--- config.mk ---
export PLATFORM = sky130hd
export DESIGN_NAME = mem_arbiter_flat
export DESIGN_NICKNAME = d
export VERILOG_FILES = /design/src/rtl/mem_arbiter_pkg.sv /design/src/rtl/mem_arbiter_if.sv /design/src/rtl/mem_arbiter_rr_arb.sv /design/src/rtl/mem_arbiter.sv /design/src/flat_wrapper.sv
export SDC_FILE = /design/constraint.sdc
export NUM_CORES = 1
export LEC_CHECK = 0
export BUFFER_PORTS_ARGS = -buffer_cell sky130_fd_sc_hd__clkbuf_2
export CAP_MARGIN = 5
export CORE_AREA = 4 4 231 233
export DETAILED_ROUTE_END_ITERATION = 6
export DIE_AREA = 0 0 235 237
export PLACE_DENSITY = 0.49
export SLEW_MARGIN = 5
export SYNTH_ARGS = -nofsm -noshare
export SYNTH_HDL_FRONTEND = slang
export SYNTH_SLANG_ARGS = --single-unit
--- constraint.sdc ---
create_clock -name clk_i -period 11.2 [get_ports clk_i]
set_input_delay 2.8 -clock clk_i [delete_from_list [all_inputs] [get_ports clk_i]]
set_output_delay 2.8 -clock clk_i [all_outputs]
set_load 0.05 [all_outputs]
--- src/rtl/mem_arbiter_pkg.sv ---
`default_nettype none
// =============================================================================
// vi_mem_pkg : shared widths and types for the cache-to-memory arbiter | rev 1.0
// =============================================================================
package vi_mem_pkg;

    localparam int ADDR_W = 20;
    localparam int LINE_W = 128;
    localparam int OFFS_W = 4;

    typedef enum logic [1:0] {
        IDLE  = 2'd0,
        ISSUE = 2'd1,
        WAIT  = 2'd2,
        RESP  = 2'd3
    } mem_state_t;

    typedef enum logic {
        OWN_IC = 1'b0,
        OWN_DC = 1'b1
    } owner_t;

endpackage
`default_nettype wire

--- src/rtl/mem_arbiter_if.sv ---
`default_nettype none
// =============================================================================
// mem_arbiter_if : icache/dcache request, memory and response buses | rev 1.0
// =============================================================================
interface mem_arbiter_if #(
    parameter int ADDR_W = vi_mem_pkg::ADDR_W,
    parameter int LINE_W = vi_mem_pkg::LINE_W
);
    logic              ic_rqst_i;
    logic [ADDR_W-1:0] ic_addr_i;
    logic              dc_rqst_i;
    logic              dc_we_i;
    logic [ADDR_W-1:0] dc_addr_i;
    logic [LINE_W-1:0] dc_wdata_i;
    logic              mem_req_o;
    logic              mem_we_o;
    logic [ADDR_W-1:0] mem_addr_o;
    logic [LINE_W-1:0] mem_wdata_o;
    logic              mem_ack_i;
    logic [LINE_W-1:0] mem_rdata_i;
    logic              ic_data_ready_o;
    logic              dc_data_ready_o;
    logic [LINE_W-1:0] mem_data_o;
    logic [ADDR_W-1:0] mem_addr_resp_o;
    logic              busy_o;

    // Arbiter side
    modport slave (
        input  ic_rqst_i, ic_addr_i, dc_rqst_i, dc_we_i, dc_addr_i, dc_wdata_i,
               mem_ack_i, mem_rdata_i,
        output mem_req_o, mem_we_o, mem_addr_o, mem_wdata_o,
               ic_data_ready_o, dc_data_ready_o, mem_data_o, mem_addr_resp_o, busy_o
    );

    // Caches and memory side
    modport master (
        output ic_rqst_i, ic_addr_i, dc_rqst_i, dc_we_i, dc_addr_i, dc_wdata_i,
               mem_ack_i, mem_rdata_i,
        input  mem_req_o, mem_we_o, mem_addr_o, mem_wdata_o,
               ic_data_ready_o, dc_data_ready_o, mem_data_o, mem_addr_resp_o, busy_o
    );
endinterface
`default_nettype wire

--- src/rtl/mem_arbiter_rr_arb.sv ---
`default_nettype none
// =============================================================================
// mem_rr_arb : two-input round-robin grant, ties go to the one not served last | rev 1.0
// =============================================================================
module mem_rr_arb
    import vi_mem_pkg::*;
(
    input  wire logic   clk_i,
    input  wire logic   rsn_i,
    input  wire logic   en_i,
    input  wire logic   ic_rqst_i,
    input  wire logic   dc_rqst_i,
    input  wire logic   upd_i,
    input  wire owner_t upd_owner_i,
    output logic        gnt_o,
    output owner_t      gnt_owner_o
);

    logic last_dc_q;
    logic last_dc_d;

    always_comb begin
        last_dc_d = last_dc_q;
        if (upd_i) begin
            last_dc_d = (upd_owner_i == OWN_DC);
        end
    end

    assign gnt_o       = en_i & (ic_rqst_i | dc_rqst_i);
    assign gnt_owner_o = (dc_rqst_i && (!ic_rqst_i || !last_dc_q)) ? OWN_DC : OWN_IC;

    always_ff @(posedge clk_i or posedge rsn_i) begin
        if (rsn_i) begin
            last_dc_q <= 1'b0;
        end else begin
            last_dc_q <= last_dc_d;
        end
    end

endmodule
`default_nettype wire

--- src/rtl/mem_arbiter.sv ---
`default_nettype none
// =============================================================================
// mem_arbiter : icache/dcache refill and writeback arbiter onto main memory | rev 1.0
// =============================================================================
module mem_arbiter
    import vi_mem_pkg::*;
#(
    parameter int ADDR_W = vi_mem_pkg::ADDR_W,
    parameter int LINE_W = vi_mem_pkg::LINE_W,
    parameter int OFFS_W = vi_mem_pkg::OFFS_W
) (
    input  wire logic     clk_i,
    input  wire logic     rsn_i,
    mem_arbiter_if.slave  bus
);

    mem_state_t        state_q, state_d;
    owner_t            owner_q, owner_d;
    logic              req_q, req_d;
    logic              we_q, we_d;
    logic [ADDR_W-1:0] addr_q, addr_d;
    logic [LINE_W-1:0] wdata_q, wdata_d;
    logic              ic_rdy_q, ic_rdy_d;
    logic              dc_rdy_q, dc_rdy_d;
    logic [LINE_W-1:0] data_q, data_d;
    logic [ADDR_W-1:0] resp_addr_q, resp_addr_d;
    logic              busy_q, busy_d;

    logic              w_gnt;
    owner_t            w_gnt_owner;

    mem_rr_arb u_rr_arb (
        .clk_i       (clk_i),
        .rsn_i       (rsn_i),
        .en_i        (state_q == IDLE),
        .ic_rqst_i   (bus.ic_rqst_i),
        .dc_rqst_i   (bus.dc_rqst_i),
        .upd_i       (state_q == RESP),
        .upd_owner_i (owner_q),
        .gnt_o       (w_gnt),
        .gnt_owner_o (w_gnt_owner)
    );

    always_comb begin
        state_d     = state_q;
        owner_d     = owner_q;
        req_d       = 1'b0;
        we_d        = we_q;
        addr_d      = addr_q;
        wdata_d     = wdata_q;
        ic_rdy_d    = 1'b0;
        dc_rdy_d    = 1'b0;
        data_d      = data_q;
        resp_addr_d = resp_addr_q;
        case (state_q)
            IDLE: begin
                if (w_gnt) begin
                    state_d = ISSUE;
                    req_d   = 1'b1;
                    owner_d = w_gnt_owner;
                    if (w_gnt_owner == OWN_DC) begin
                        we_d    = bus.dc_we_i;
                        addr_d  = {bus.dc_addr_i[ADDR_W-1:OFFS_W], {OFFS_W{1'b0}}};
                        wdata_d = bus.dc_wdata_i;
                    end else begin
                        we_d    = 1'b0;
                        addr_d  = {bus.ic_addr_i[ADDR_W-1:OFFS_W], {OFFS_W{1'b0}}};
                        wdata_d = '0;
                    end
                end
            end
            ISSUE: begin
                state_d = WAIT;
            end
            WAIT: begin
                if (bus.mem_ack_i) begin
                    state_d     = RESP;
                    data_d      = we_q ? '0 : bus.mem_rdata_i;
                    resp_addr_d = addr_q;
                    ic_rdy_d    = (owner_q == OWN_IC);
                    dc_rdy_d    = (owner_q == OWN_DC);
                end
            end
            RESP: begin
                state_d = IDLE;
            end
            default: begin
                state_d = IDLE;
            end
        endcase
        busy_d = (state_d != IDLE);
    end

    always_ff @(posedge clk_i or posedge rsn_i) begin
        if (rsn_i) begin
            state_q     <= IDLE;
            owner_q     <= OWN_IC;
            req_q       <= 1'b0;
            we_q        <= 1'b0;
            addr_q      <= '0;
            wdata_q     <= '0;
            ic_rdy_q    <= 1'b0;
            dc_rdy_q    <= 1'b0;
            data_q      <= '0;
            resp_addr_q <= '0;
            busy_q      <= 1'b0;
        end else begin
            state_q     <= state_d;
            owner_q     <= owner_d;
            req_q       <= req_d;
            we_q        <= we_d;
            addr_q      <= addr_d;
            wdata_q     <= wdata_d;
            ic_rdy_q    <= ic_rdy_d;
            dc_rdy_q    <= dc_rdy_d;
            data_q      <= data_d;
            resp_addr_q <= resp_addr_d;
            busy_q      <= busy_d;
        end
    end

    assign bus.mem_req_o       = req_q;
    assign bus.mem_we_o        = we_q;
    assign bus.mem_addr_o      = addr_q;
    assign bus.mem_wdata_o     = wdata_q;
    assign bus.ic_data_ready_o = ic_rdy_q;
    assign bus.dc_data_ready_o = dc_rdy_q;
    assign bus.mem_data_o      = data_q;
    assign bus.mem_addr_resp_o = resp_addr_q;
    assign bus.busy_o          = busy_q;

endmodule
`default_nettype wire

--- src/flat_wrapper.sv ---
// flat-port wrapper written by rule: the top's interface ports become plain ports
module mem_arbiter_flat import vi_mem_pkg::*;
#(
    parameter int ADDR_W = vi_mem_pkg::ADDR_W,
    parameter int LINE_W = vi_mem_pkg::LINE_W,
    parameter int OFFS_W = vi_mem_pkg::OFFS_W
)
  (clk_i, rsn_i, bus_ic_rqst_i, bus_ic_addr_i, bus_dc_rqst_i, bus_dc_we_i, bus_dc_addr_i, bus_dc_wdata_i, bus_mem_ack_i, bus_mem_rdata_i, bus_mem_req_o, bus_mem_we_o, bus_mem_addr_o, bus_mem_wdata_o, bus_ic_data_ready_o, bus_dc_data_ready_o, bus_mem_data_o, bus_mem_addr_resp_o, bus_busy_o);
  mem_arbiter_if #(.ADDR_W(ADDR_W), .LINE_W(LINE_W)) bus_i ();
  input  wire logic clk_i;
  input  wire logic rsn_i;
  input wire logic [$bits(bus_i.ic_rqst_i)-1:0] bus_ic_rqst_i;
  input wire logic [$bits(bus_i.ic_addr_i)-1:0] bus_ic_addr_i;
  input wire logic [$bits(bus_i.dc_rqst_i)-1:0] bus_dc_rqst_i;
  input wire logic [$bits(bus_i.dc_we_i)-1:0] bus_dc_we_i;
  input wire logic [$bits(bus_i.dc_addr_i)-1:0] bus_dc_addr_i;
  input wire logic [$bits(bus_i.dc_wdata_i)-1:0] bus_dc_wdata_i;
  input wire logic [$bits(bus_i.mem_ack_i)-1:0] bus_mem_ack_i;
  input wire logic [$bits(bus_i.mem_rdata_i)-1:0] bus_mem_rdata_i;
  output wire logic [$bits(bus_i.mem_req_o)-1:0] bus_mem_req_o;
  output wire logic [$bits(bus_i.mem_we_o)-1:0] bus_mem_we_o;
  output wire logic [$bits(bus_i.mem_addr_o)-1:0] bus_mem_addr_o;
  output wire logic [$bits(bus_i.mem_wdata_o)-1:0] bus_mem_wdata_o;
  output wire logic [$bits(bus_i.ic_data_ready_o)-1:0] bus_ic_data_ready_o;
  output wire logic [$bits(bus_i.dc_data_ready_o)-1:0] bus_dc_data_ready_o;
  output wire logic [$bits(bus_i.mem_data_o)-1:0] bus_mem_data_o;
  output wire logic [$bits(bus_i.mem_addr_resp_o)-1:0] bus_mem_addr_resp_o;
  output wire logic [$bits(bus_i.busy_o)-1:0] bus_busy_o;
  assign bus_i.ic_rqst_i = bus_ic_rqst_i;
  assign bus_i.ic_addr_i = bus_ic_addr_i;
  assign bus_i.dc_rqst_i = bus_dc_rqst_i;
  assign bus_i.dc_we_i = bus_dc_we_i;
  assign bus_i.dc_addr_i = bus_dc_addr_i;
  assign bus_i.dc_wdata_i = bus_dc_wdata_i;
  assign bus_i.mem_ack_i = bus_mem_ack_i;
  assign bus_i.mem_rdata_i = bus_mem_rdata_i;
  assign bus_mem_req_o = bus_i.mem_req_o;
  assign bus_mem_we_o = bus_i.mem_we_o;
  assign bus_mem_addr_o = bus_i.mem_addr_o;
  assign bus_mem_wdata_o = bus_i.mem_wdata_o;
  assign bus_ic_data_ready_o = bus_i.ic_data_ready_o;
  assign bus_dc_data_ready_o = bus_i.dc_data_ready_o;
  assign bus_mem_data_o = bus_i.mem_data_o;
  assign bus_mem_addr_resp_o = bus_i.mem_addr_resp_o;
  assign bus_busy_o = bus_i.busy_o;
  mem_arbiter #(.ADDR_W(ADDR_W), .LINE_W(LINE_W), .OFFS_W(OFFS_W)) u_core (.clk_i(clk_i), .rsn_i(rsn_i), .bus(bus_i));
endmodule
== Yosys cells after proc, flatten, opt, wreduce, memory -nomap -nowiden ==
Cells that the tools add are included.
Storage, ports and cells
  register bits after elaboration: 305
  input bits: 302
  logic and storage cells: 40
Operators by class
  reductions and logical operators: 8
  bitwise gates (word level): 3
  muxes and demuxes: 14
  eq/ne operators: 3
Operators with widths (count)
  128-bit 2-to-1 mux: 2
  20-bit 2-to-1 mux: 1
  1-bit 2-to-1 mux: 8
  2-bit one-hot mux with 4 select lines: 1
  2-bit equality test, second input constant: 2
  2-bit 2-to-1 mux: 2
  2-bit AND reduction: 2
  2-bit by 1-bit equality test with 1-bit output, second input constant: 1
  1-bit logical NOT: 2
  2-bit logical NOT: 1
  2-bit nonzero test: 1
  1-bit bitwise AND: 1
  1-bit logical AND: 1
  1-bit logical OR: 1
  1-bit inverter: 1
  1-bit OR: 1

== Longest topological paths before layout ==
  depth after elaboration: 5
  gate-level depth with buffers: 8

== Hierarchy ==
From an unflattened synthesis, not the netlist that was laid out.
Unflattened totals
  cell total of the unflattened synthesis: 1126
  area total of the unflattened synthesis: 12908.6 um^2
Modules (own cells, without submodules)
  mem_arbiter: times used 1, area an instance 12849.8 um^2, seq. area each 7407.1 um^2, cells each 1121
  mem_rr_arb: times used 1, area an instance 58.8 um^2, seq. area each 25.0 um^2, cells each 5

== Worst setup path after synthesis ==
Ideal clock, no wire load.
  path kind: input -> register
  start point: input port bus_dc_rqst_i
  end point: register u_core.wdata_q[100], in the netlist u_core.bus.mem_wdata_o[100]
  arrival time: 3710 ps
  path buffers: 3
  setup time: 121 ps
  data required time: 11079 ps
  stages: 6
  slack: 7369 ps
  cells stage by stage: a21boi_2 and2_1 clkbuf_2 buf_4 buf_4 a22o_1
On the way
  longest elaborated chain between the ends: 3
  elaborated cells on any way between the ends: 6
  those cells by class: 2 x mux; 2 x bitwise; 2 x reduce/logical
Ends and longest elaborated chain
  start, declared: line flat_wrapper.sv:14  | input wire logic [$bits(bus_i.dc_rqst_i)-1:0] bus_dc_rqst_i;
  1-bit OR / 1-bit logical AND (equally long branches): line mem_arbiter_rr_arb.sv:29, mem_arbiter_rr_arb.sv:30
  1-bit bitwise AND / 1-bit 2-to-1 mux (equally long branches): line mem_arbiter_rr_arb.sv:29, mem_arbiter_rr_arb.sv:30
  2-bit AND reduction (no line) / 128-bit 2-to-1 mux (equally long branches)
  end signal, assigned: line mem_arbiter.sv:113  | wdata_q <= wdata_d;
  end, declared: line mem_arbiter.sv:22  | logic [LINE_W-1:0] wdata_q, wdata_d;
Parallel ways exist; a longest one is shown, timed or not.
A chain may end at the register's enable or synchronous reset.

== Worst setup path after layout ==
  start point: input port bus_mem_ack_i
  end point: register u_core.data_q[49], in the netlist u_core.bus.mem_data_o[49]
On the way
  longest elaborated chain between the ends: 1
Ends and longest elaborated chain
  start, declared: line flat_wrapper.sv:18  | input wire logic [$bits(bus_i.mem_ack_i)-1:0] bus_mem_ack_i;
  2-bit AND reduction (no line)
  end signal, assigned: line mem_arbiter.sv:116  | data_q <= data_d;
  end, declared: line mem_arbiter.sv:25  | logic [LINE_W-1:0] data_q, data_d;
No other way between the ends.

==> metrics <==
RSZ-0062 raised after global routing=false; Buffers on Ports=586; Antenna diodes=0; final wirelength=38.7 mm; Synth Instances=997; die height=237 µm; Setup Crit Path Kind=in2reg; DRT iter0 DRCs=375; Clock transition at path regs=0.06 ns; mean area per synthesized cell=11.6 µm²; Clock Latency Late Sink=0.55 ns; Via density=4.17; final non-filler cell total=2,258; Total GRT Usage=13.4%; Cell Rows=83; postcts setup bufs=0; post-synthesis sequential area ratio=64.5%; CTS tree=done; Max Buffers Root-to-Sink=3; Worst R2R Start=u_core.state_q[0]$_DFF_PP0_; htree depth=2; outcome=completed; largest net degree at the start of global routing=135; Yosys cell types=26; first-pass GRT wire length=59.5 mm; CP Launch Type=primary input; max cap viols=0; share of layout cells above drive strength 1=42.1%; post-place setup slack=5.50 ns; Tcrit/Tclk final=45.3%; placer congestion estimate=0.816; io pins=603; hold buffer count at cts=0; Placed Instances=2,192; HP Class=reg2reg; Final Setup Violations=0; EDFF count, synth=0; initial antenna violation count=4; Register-to-Register Path Depth=6; Die X=235 µm; hold violation total from the final report=0; setup ws final=6.13 ns; critical path fanouts, max=106; min-delay src=u_core.bus.mem_data_o[44]$_DFFE_PP0P_; Initial Utilization=22.5%; synthesis-to-finish area growth=41.0%; Critical Path End Type=flip-flop; Initial DRT Pass Iterations=4; FF+latch count, synth=297; DR vias=9,410; CP required=11.57 ns; Core Region=51,200 µm²; Highest Clock Rate=197 MHz; clk_skew=0.0226 ns; worst slew pin tran=1.14 ns; nets=1,856; number of global-route vias before repair=9,727; Final Max Slew Viols=0; # DRC=0; clock sinks=297; TritonCTS buffer count=37; Crit. Startpoint=bus_mem_ack_i; Resized cells post-CTS=0; Primary FF master, synth=dfrtp_1; fraction of registers with async set/reset=100%; hold depth=2; total grt overflow=0; Mapped Area=11,500 µm²; Tmin final=5.07 ns; wire length per cell=17.1 µm; die footprint=55,700 µm²; root buffer cell=clkbuf_16; Ys Warns=0; Critical Path AT=5.44 ns; TNS Setup=0 ns; DP Wirelength=27.7 mm; post-route ant nets=0; Max transition margin=23.9%
[Yosys cell counts (3+ instances only)]
master,n,area [µm²]
mux2_2,4,45.0
o21ai_1,11,55.1
a22o_1,129,1130
inv_1,3,11.3
clkbuf_1,38,143
buf_2,27,135
buf_4,19,143
nand2_1,145,544
nor2_1,18,67.6
ha_1,3,37.5
mux2_1,13,146
nand2b_1,129,807
dfrtp_1,297,7430
o21ai_0,118,591
a21oi_1,32,160
[cells in the final DEF (no fill, tap or decap), drive strengths merged]
cell type and instances:
a21bo 1, and3 1, buf 8, a31oi 1, nor2 18, inv 7, a21oi 32, a22o 129
a21boi 1, clkbuf 639, o21ai 129, dfrtp 297, clkinvlp 1, a21o 1, and2 1, clkinv 6
conb 8, or2 1, nand2b 129, mux2 17, nand2 145, ha 3, bufinv 3
[state kept, by name (all words and copies together) (netlist names), 2 cells and up]
name,cells
u_core.bus.mem_wdata_o,128
u_core.bus.mem_addr_resp_o,16
u_core.bus.mem_data_o,128
u_core.bus.mem_addr_o,16
u_core.state_q,2
[worst max-delay path, stage by stage]
cell and delay (ns):
clkbuf_2 0.11, nand2_4 0.71, buf_4 0.67, buf_4 0.81
o21ai_0 0.22
[through the flow]
step	utilization, %	area, µm²	hold WS (ns)
6_report	31.7	16200	0.477
5_1_grt	31.7	16200	0.503
4_1_cts	31.7	16200	0.483
3_5_place_dp	29.3	15000	0.470
3_3_place_gp	29.3	15000	0.461
2_1_floorplan	-	11500	0.436
[final cells by class]
type,count,area (µm²)
fillers,5315,35000
flip-flops and latches,297,7430
multi-input cells,617,3690
repair buffers,594,3010
clock buffers,53,1060
well taps,680,851
clock inverters,13,183
inverters,4,22.5
[metal layers]
metal  global-route usage [%]  part of all wire, %  up-vias
met5                        0                 0.10        -
met3                     4.97                  9.0       66
met2                     22.1                   48      430
met4                     4.35                  2.8        6
met1                     16.2                   40     4400
li1                         -                    -     4508
[logic make-up (layout without fill, tap and decap cells)]
| group | count (synthesis) | in the layout | share of synthesized area [%] |
|---|---|---|---|
| DFF | 297 | 297 | 64.5 |
| and+or+nand+nor | 295 | 295 | 12.5 |
| AOI/OAI and AO/OA | 294 | 294 | 17.1 |
| adders and majority gates | 3 | 3 | 0.326 |
| muxes | 17 | 17 | 1.66 |
| buffers and inverters | 90 | 664 | 3.86 |
| other | 1 | 8 | 0.0326 |
[worst paths after layout]
check	to	slack [ns]
max in group asynchronous	u_core.bus.mem_wdata_o[33]$_DFFE_PP0P_	7.38
setup reg to reg	u_core.bus.mem_data_o[49]$_DFFE_PP0P_	7.82
hold reg to reg	u_core.bus.mem_data_o[44]$_DFFE_PP0P_	0.48
setup / recovery	u_core.bus.mem_data_o[49]$_DFFE_PP0P_	6.13
hold / removal	u_core.bus.mem_data_o[44]$_DFFE_PP0P_	0.48
min in group asynchronous	u_core.bus.mem_addr_o[17]$_DFFE_PP0P_	2.35
Power is left out: the tool's default activity adds up to more than one toggle a clock period on the data nets, which glitch-free logic cannot reach.
